===== src/rtl/mem_xlate_ctrl.sv =====
// Load/store sequencer: core request -> MMU translation -> data bus -> ack/exception.
// Optional bus watchdog enabled by defining MEM_BUS_TIMEOUT_EN.
module mem_xlate_ctrl #(
  parameter int unsigned TIMEOUT_W = 8,
  parameter bit          ALIGN_CHK = 1'b1
) (
  input  logic        clk,
  input  logic        Reset,
  input  logic        Core_Req,
  input  logic        Core_We,
  input  logic [31:0] Core_VAddr,
  input  logic [31:0] Core_WData,
  input  logic [3:0]  Core_BE,
  output logic        Core_Ready,
  output logic        Core_Ack,
  output logic [31:0] Core_RData,
  output logic        Core_Exc,
  output logic [2:0]  Core_ExcCode,
  output logic [31:0] Core_BadVAddr,
  output logic        Pr_Req,
  output logic        RW_En,
  output logic [31:0] Pr_VAddr,
  input  logic        MMU_Pr_Ack,
  input  logic [31:0] MMU_Pr_RAddr,
  input  logic        TLB_Error,
  input  logic [2:0]  TLB_Fault,
  output logic        Bus_Req,
  output logic        Bus_We,
  output logic [31:0] Bus_Addr,
  output logic [31:0] Bus_WData,
  output logic [3:0]  Bus_BE,
  input  logic        Bus_Ack,
  input  logic [31:0] Bus_RData
);

  localparam logic [2:0] CodeAddr     = 3'd1;
  localparam logic [2:0] CodeTlbMiss  = 3'd2;
  localparam logic [2:0] CodeTlbInv   = 3'd3;
  localparam logic [2:0] CodeTlbMod   = 3'd4;
`ifdef MEM_BUS_TIMEOUT_EN
  localparam logic [2:0] CodeTimeout  = 3'd5;
`endif

  if (TIMEOUT_W == 0) begin : g_bad_timeout_w
    $error("TIMEOUT_W must be nonzero");
  end

  typedef enum logic [2:0] {StIdle, StXlate, StBus, StResp, StFault} state_e;

  state_e      state_q, state_d;
  logic        we_q, we_d;
  logic [31:0] vaddr_q, vaddr_d;
  logic [31:0] wdata_q, wdata_d;
  logic [3:0]  be_q, be_d;
  logic [31:0] paddr_q, paddr_d;
  logic [31:0] rdata_q, rdata_d;
  logic [2:0]  code_q, code_d;

`ifdef MEM_BUS_TIMEOUT_EN
  // Last count value before expiry: the BUS cycle that sees it is cycle 2^W-1.
  localparam logic [TIMEOUT_W-1:0] CntLast = {{(TIMEOUT_W-1){1'b1}}, 1'b0};
  localparam logic [TIMEOUT_W-1:0] CntOne  = {{(TIMEOUT_W-1){1'b0}}, 1'b1};
  logic [TIMEOUT_W-1:0] cnt_q, cnt_d;
`endif

  always_comb begin
    state_d = state_q;
    we_d    = we_q;
    vaddr_d = vaddr_q;
    wdata_d = wdata_q;
    be_d    = be_q;
    paddr_d = paddr_q;
    rdata_d = rdata_q;
    code_d  = code_q;
`ifdef MEM_BUS_TIMEOUT_EN
    cnt_d   = cnt_q;
`endif
    unique case (state_q)
      StIdle: begin
        if (Core_Req) begin
          we_d    = Core_We;
          vaddr_d = Core_VAddr;
          wdata_d = Core_WData;
          be_d    = Core_BE;
          if (ALIGN_CHK && (Core_BE == 4'hF) && (Core_VAddr[1:0] != 2'b00)) begin
            code_d  = CodeAddr;
            state_d = StFault;
          end else begin
            state_d = StXlate;
          end
        end
      end
      StXlate: begin
        if (MMU_Pr_Ack) begin
          if (TLB_Error) begin
            code_d  = CodeAddr;
            state_d = StFault;
          end else if (TLB_Fault[2]) begin
            code_d  = CodeTlbMiss;
            state_d = StFault;
          end else if (TLB_Fault[1]) begin
            code_d  = CodeTlbInv;
            state_d = StFault;
          end else if (TLB_Fault[0] && we_q) begin
            code_d  = CodeTlbMod;
            state_d = StFault;
          end else begin
            paddr_d = MMU_Pr_RAddr;
            state_d = StBus;
`ifdef MEM_BUS_TIMEOUT_EN
            cnt_d   = '0;
`endif
          end
        end
      end
      StBus: begin
        if (Bus_Ack) begin
          if (!we_q) begin
            rdata_d = Bus_RData;
          end
          state_d = StResp;
`ifdef MEM_BUS_TIMEOUT_EN
        end else if (cnt_q == CntLast) begin
          code_d  = CodeTimeout;
          state_d = StFault;
        end else begin
          cnt_d = cnt_q + CntOne;
`endif
        end
      end
      StResp:  state_d = StIdle;
      StFault: state_d = StIdle;
      default: state_d = StIdle;
    endcase
  end

  always_ff @(posedge clk) begin
    if (Reset) begin
      state_q <= StIdle;
      we_q    <= 1'b0;
      vaddr_q <= '0;
      wdata_q <= '0;
      be_q    <= '0;
      paddr_q <= '0;
      rdata_q <= '0;
      code_q  <= '0;
`ifdef MEM_BUS_TIMEOUT_EN
      cnt_q   <= '0;
`endif
    end else begin
      state_q <= state_d;
      we_q    <= we_d;
      vaddr_q <= vaddr_d;
      wdata_q <= wdata_d;
      be_q    <= be_d;
      paddr_q <= paddr_d;
      rdata_q <= rdata_d;
      code_q  <= code_d;
`ifdef MEM_BUS_TIMEOUT_EN
      cnt_q   <= cnt_d;
`endif
    end
  end

  always_comb begin
    Core_Ready    = (state_q == StIdle);
    Core_Ack      = (state_q == StResp);
    Core_RData    = rdata_q;
    Core_Exc      = (state_q == StFault);
    Core_ExcCode  = (state_q == StFault) ? code_q : 3'd0;
    Core_BadVAddr = (state_q == StFault) ? vaddr_q : 32'd0;
    Pr_Req        = (state_q == StXlate);
    RW_En         = we_q;
    Pr_VAddr      = vaddr_q;
    Bus_Req       = (state_q == StBus);
    Bus_We        = (state_q == StBus) && we_q;
    Bus_Addr      = paddr_q;
    Bus_WData     = wdata_q;
    Bus_BE        = be_q;
  end

endmodule

===== config.mk =====
export PLATFORM = sky130hd
export DESIGN_NAME = mem_xlate_ctrl
export DESIGN_NICKNAME = d
export VERILOG_FILES = /design/src/rtl/mem_xlate_ctrl.sv
export SDC_FILE = /design/constraint.sdc
export NUM_CORES = 1
export LEC_CHECK = 0
export CAP_MARGIN = 20
export CORE_AREA = 2 2 121 123
export CTS_BUF_LIST = sky130_fd_sc_hd__clkbuf_16
export DETAILED_ROUTE_END_ITERATION = 10
export DIE_AREA = 0 0 123 125
export MAX_ROUTING_LAYER = met4
export PLACE_DENSITY = 0.8
export SYNTH_ARGS = -nofsm -noshare
export SYNTH_HDL_FRONTEND = slang
export SYNTH_SLANG_ARGS = --single-unit

===== constraint.sdc =====
create_clock -name clk -period 2.8 [get_ports clk]
set_clock_uncertainty 0.1 [all_clocks]
set_input_delay 0.56 -clock clk [delete_from_list [all_inputs] [get_ports clk]]
set_output_delay 0.56 -clock clk [all_outputs]
set_load 0.03 [all_outputs]

==> summary.txt <==
Placement
  – Dpl cell area: approximately 8500 um^2
  – Post-place setup slack: between 0.2 and 0.25 ns
  – Port bufs: about 320
  – Hpwl dp: approximately 12 mm
  – Cells after DPL: between 1000 and 1500
  – GP Congestion: approximately 0.84

Timing
  – RSZ-0062 raised after global routing: no
  – Total negative setup slack: 0 ns
  – Period utilization: a little over nine tenths
  – Slew headroom: just over 60%
  – Endpoints failing hold: 0
  – Tightest Pin Transition: roughly 0.58 ns
  – Fin. max-slew vios: 0
  – Tmin final: about 2.7 ns
  – Fin worst setup slack: ~0.14 ns
  – Final setup violation count: 0
  – F_max: about 380 MHz

Global route
  – Largest net degree at the start of global routing: 70
  – Total gr overflow: 0
  – GRT Total Usage: about 23%
  – Initial antenna violation count: 0
  – Global-route wire length before repair: roughly 26 mm
  – Vias in the first global route: slightly above 5000

CTS
  – # resized after CTS: 17
  – Hold buffers post-CTS: 0
  – CTS tree: done
  – Clock slew at reported path FFs: roughly 0.05 ns
  – Root Buffer: clkbuf_16
  – Htree depth: 4
  – Clock Sinks: around 140
  – Num CTS Buffers: 17
  – Setup Buffers After CTS: 0
  – Worst skew pair latency: just over 0.4 ns
  – CTS max path bufs: 2

Finish
  – Most frequent cells in the layout: clkdlybuf4s50_1, nand2_1, dfxtp_1, a21oi_1, and2_1
  – Design area: 8980 um^2
  – # diodes: 0
  – Layout cell share with drive strength beyond 1: under 10%
  – Most common cell after layout, fill and taps aside: clkdlybuf4s50_1
  – Final Non-Filler Cells: roughly 1200
  – Nets: ~1100
  – FILL cells: roughly 1200
  – Area grow syn2layout: 71.9%

Critical path
  – WP data arrival: around 2.0 ns
  – Critical path fanouts, max: 11
  – Req. time, crit path: roughly 2.1 ns
  – CP Capture Type: output port
  – WS Path Type: reg -> out
  – CP Launch Type: flip-flop
  – RR Startpoint: state_q[0]$_SDFFE_PP0P_
  – Critical path origin: state_q[1]$_SDFFE_PP0P_

Drt
  – Post-route ant nets: 0
  – WL per Instance: about 15 um
  – Post-DR vias/cell: between 4 and 5
  – Pre-Repair DR Iteration Count: 5
  – Routed WL: 17.2 mm
  – Via Count: 5513
  – DRC errors left: 0
  – Detailed Route Iter0 Violations: 302

Hold path
  – Min-Delay Path Class: reg -> reg
  – Min-Delay Startpoint: Core_RData[2]$_SDFFE_PP0P_

Run
  – Max Cap Viol: 0

Floorplanning
  – Die area: 15400 um^2
  – Cell row count: 44
  – Die H: 125 um
  – Die X: approximately 120 um
  – Boundary Pins: 316
  – Initial Utilization: between 30% and 40%
  – Core Area: ~14000 um^2

Yosys
  – Register area share after synthesis: between 50% and 60%
  – Number of synthesized flops with an enable pin: 0
  – Synth Register Bits: around 140
  – Mapped Cells: 669
  – Synthesized area: between 5000 and 6000 um^2
  – Dominant synthesized flop cell: dfxtp_1
  – Post-synthesis area per instance: approximately 7.8 um^2
  – Syn Nets: slightly above 800
  – Async set or reset register ratio after synthesis: 0%
  – Ys Warns: 0
  – Post-synthesis cell type count: 34

Status
  – Status: complete, no violations

Power and ir drop
  – Pleak: 0.00340 uW
  – Max rail drop VDD: roughly 0.33 mV
  – Power per cell area: about 550 nW/um^2
  – Pwr Total: roughly 4900 uW
-- final timing paths --
check | endpoint | slack (ns) | cells past startpoint
min | Core_RData[2]$_SDFFE_PP0P_ | 0.35 | 2
max | Bus_We | 0.14 | 3
min reg2reg | Core_RData[2]$_SDFFE_PP0P_ | 0.35 | 2
max reg2reg | code_q[0]$_SDFFE_PP0P_ | 0.85 | 5
-- kinds of logic after synthesis --
group,after synthesis,share of synthesized area (%)
and+or+nand+nor,332,27.5
AOI/OAI and AO/OA,145,14.7
DFF,139,53.2
buffers and inverters,51,4.16
muxes,2,0.407
-- report_power, final --
part	switching, uW	leakage, uW	internal (uW)	total, uW
logic	485	0.00203	432	917
clock network	795	0.000237	1090	1890
registers	65.8	0.00113	2070	2140
-- flip-flops by register name, indices dropped and copies added, names as in the netlist --
| register | cells |
|---|---|
| Pr_VAddr | 32 |
| code_q | 3 |
| state_q | 3 |
| Core_RData | 32 |
| Bus_BE | 4 |
| RW_En | 1 |
| Bus_WData | 32 |
| Bus_Addr | 32 |
-- final cells by class --
type	count	area, um^2	area share (%)
well taps	184	230	2.56
clock inverters	12	63.8	0.710
clock buffers	17	425	4.73
inverters	1	3.75	0.0418
repair buffers	327	3240	36.0
multi-input cells	479	2240	24.9
flip-flops and latches	139	2790	31.0
-- metal layers --
layer | part of all wire (%) | track usage [%] | up-vias
li1 | - | - | 2752
met1 | 40 | 26.4 | 2503
met2 | 48 | 36.3 | 219
met3 | 8.5 | 6.66 | 39
met4 | 3.2 | 9.96 | 0
met5 | 0 | - | -
-- Yosys cell counts (2+ instances only) --
library cell  instances  area, um^2
nand2_1             267        1000
dfxtp_1             139        2780
a21oi_1             135         676
clkbuf_1             37         139
and2_1               36         225
buf_2                 9        45.0
buf_4                 4        30.0
nor2_1                4        15.0
nor3_1                4        20.0
nand3_1               3        15.0
nand3b_1              3        22.5
and3b_1               2        17.5
nor3b_1               2        15.0
o211ai_1              2        15.0
o21ai_0               2        10.0
or3_1                 2        12.5
-- worst max-delay path: stages (launching register included) --
cell and delay, ns:
dfxtp_2 0.45, nor3b_4 0.32, and2_1 0.16, clkdlybuf4s50_1 0.66
-- stage by stage --
stage / hold slack [ns] / utilization (%)
3_5_place_dp: 0.346 / 59.8
6_report: 0.351 / 63.3
4_1_cts: 0.353 / 63.2
5_1_grt: 0.368 / 63.3
2_1_floorplan: 0.339 / -
3_3_place_gp: 0.340 / 59.8
No activity file was read; power rests on OpenSTA's default activity.
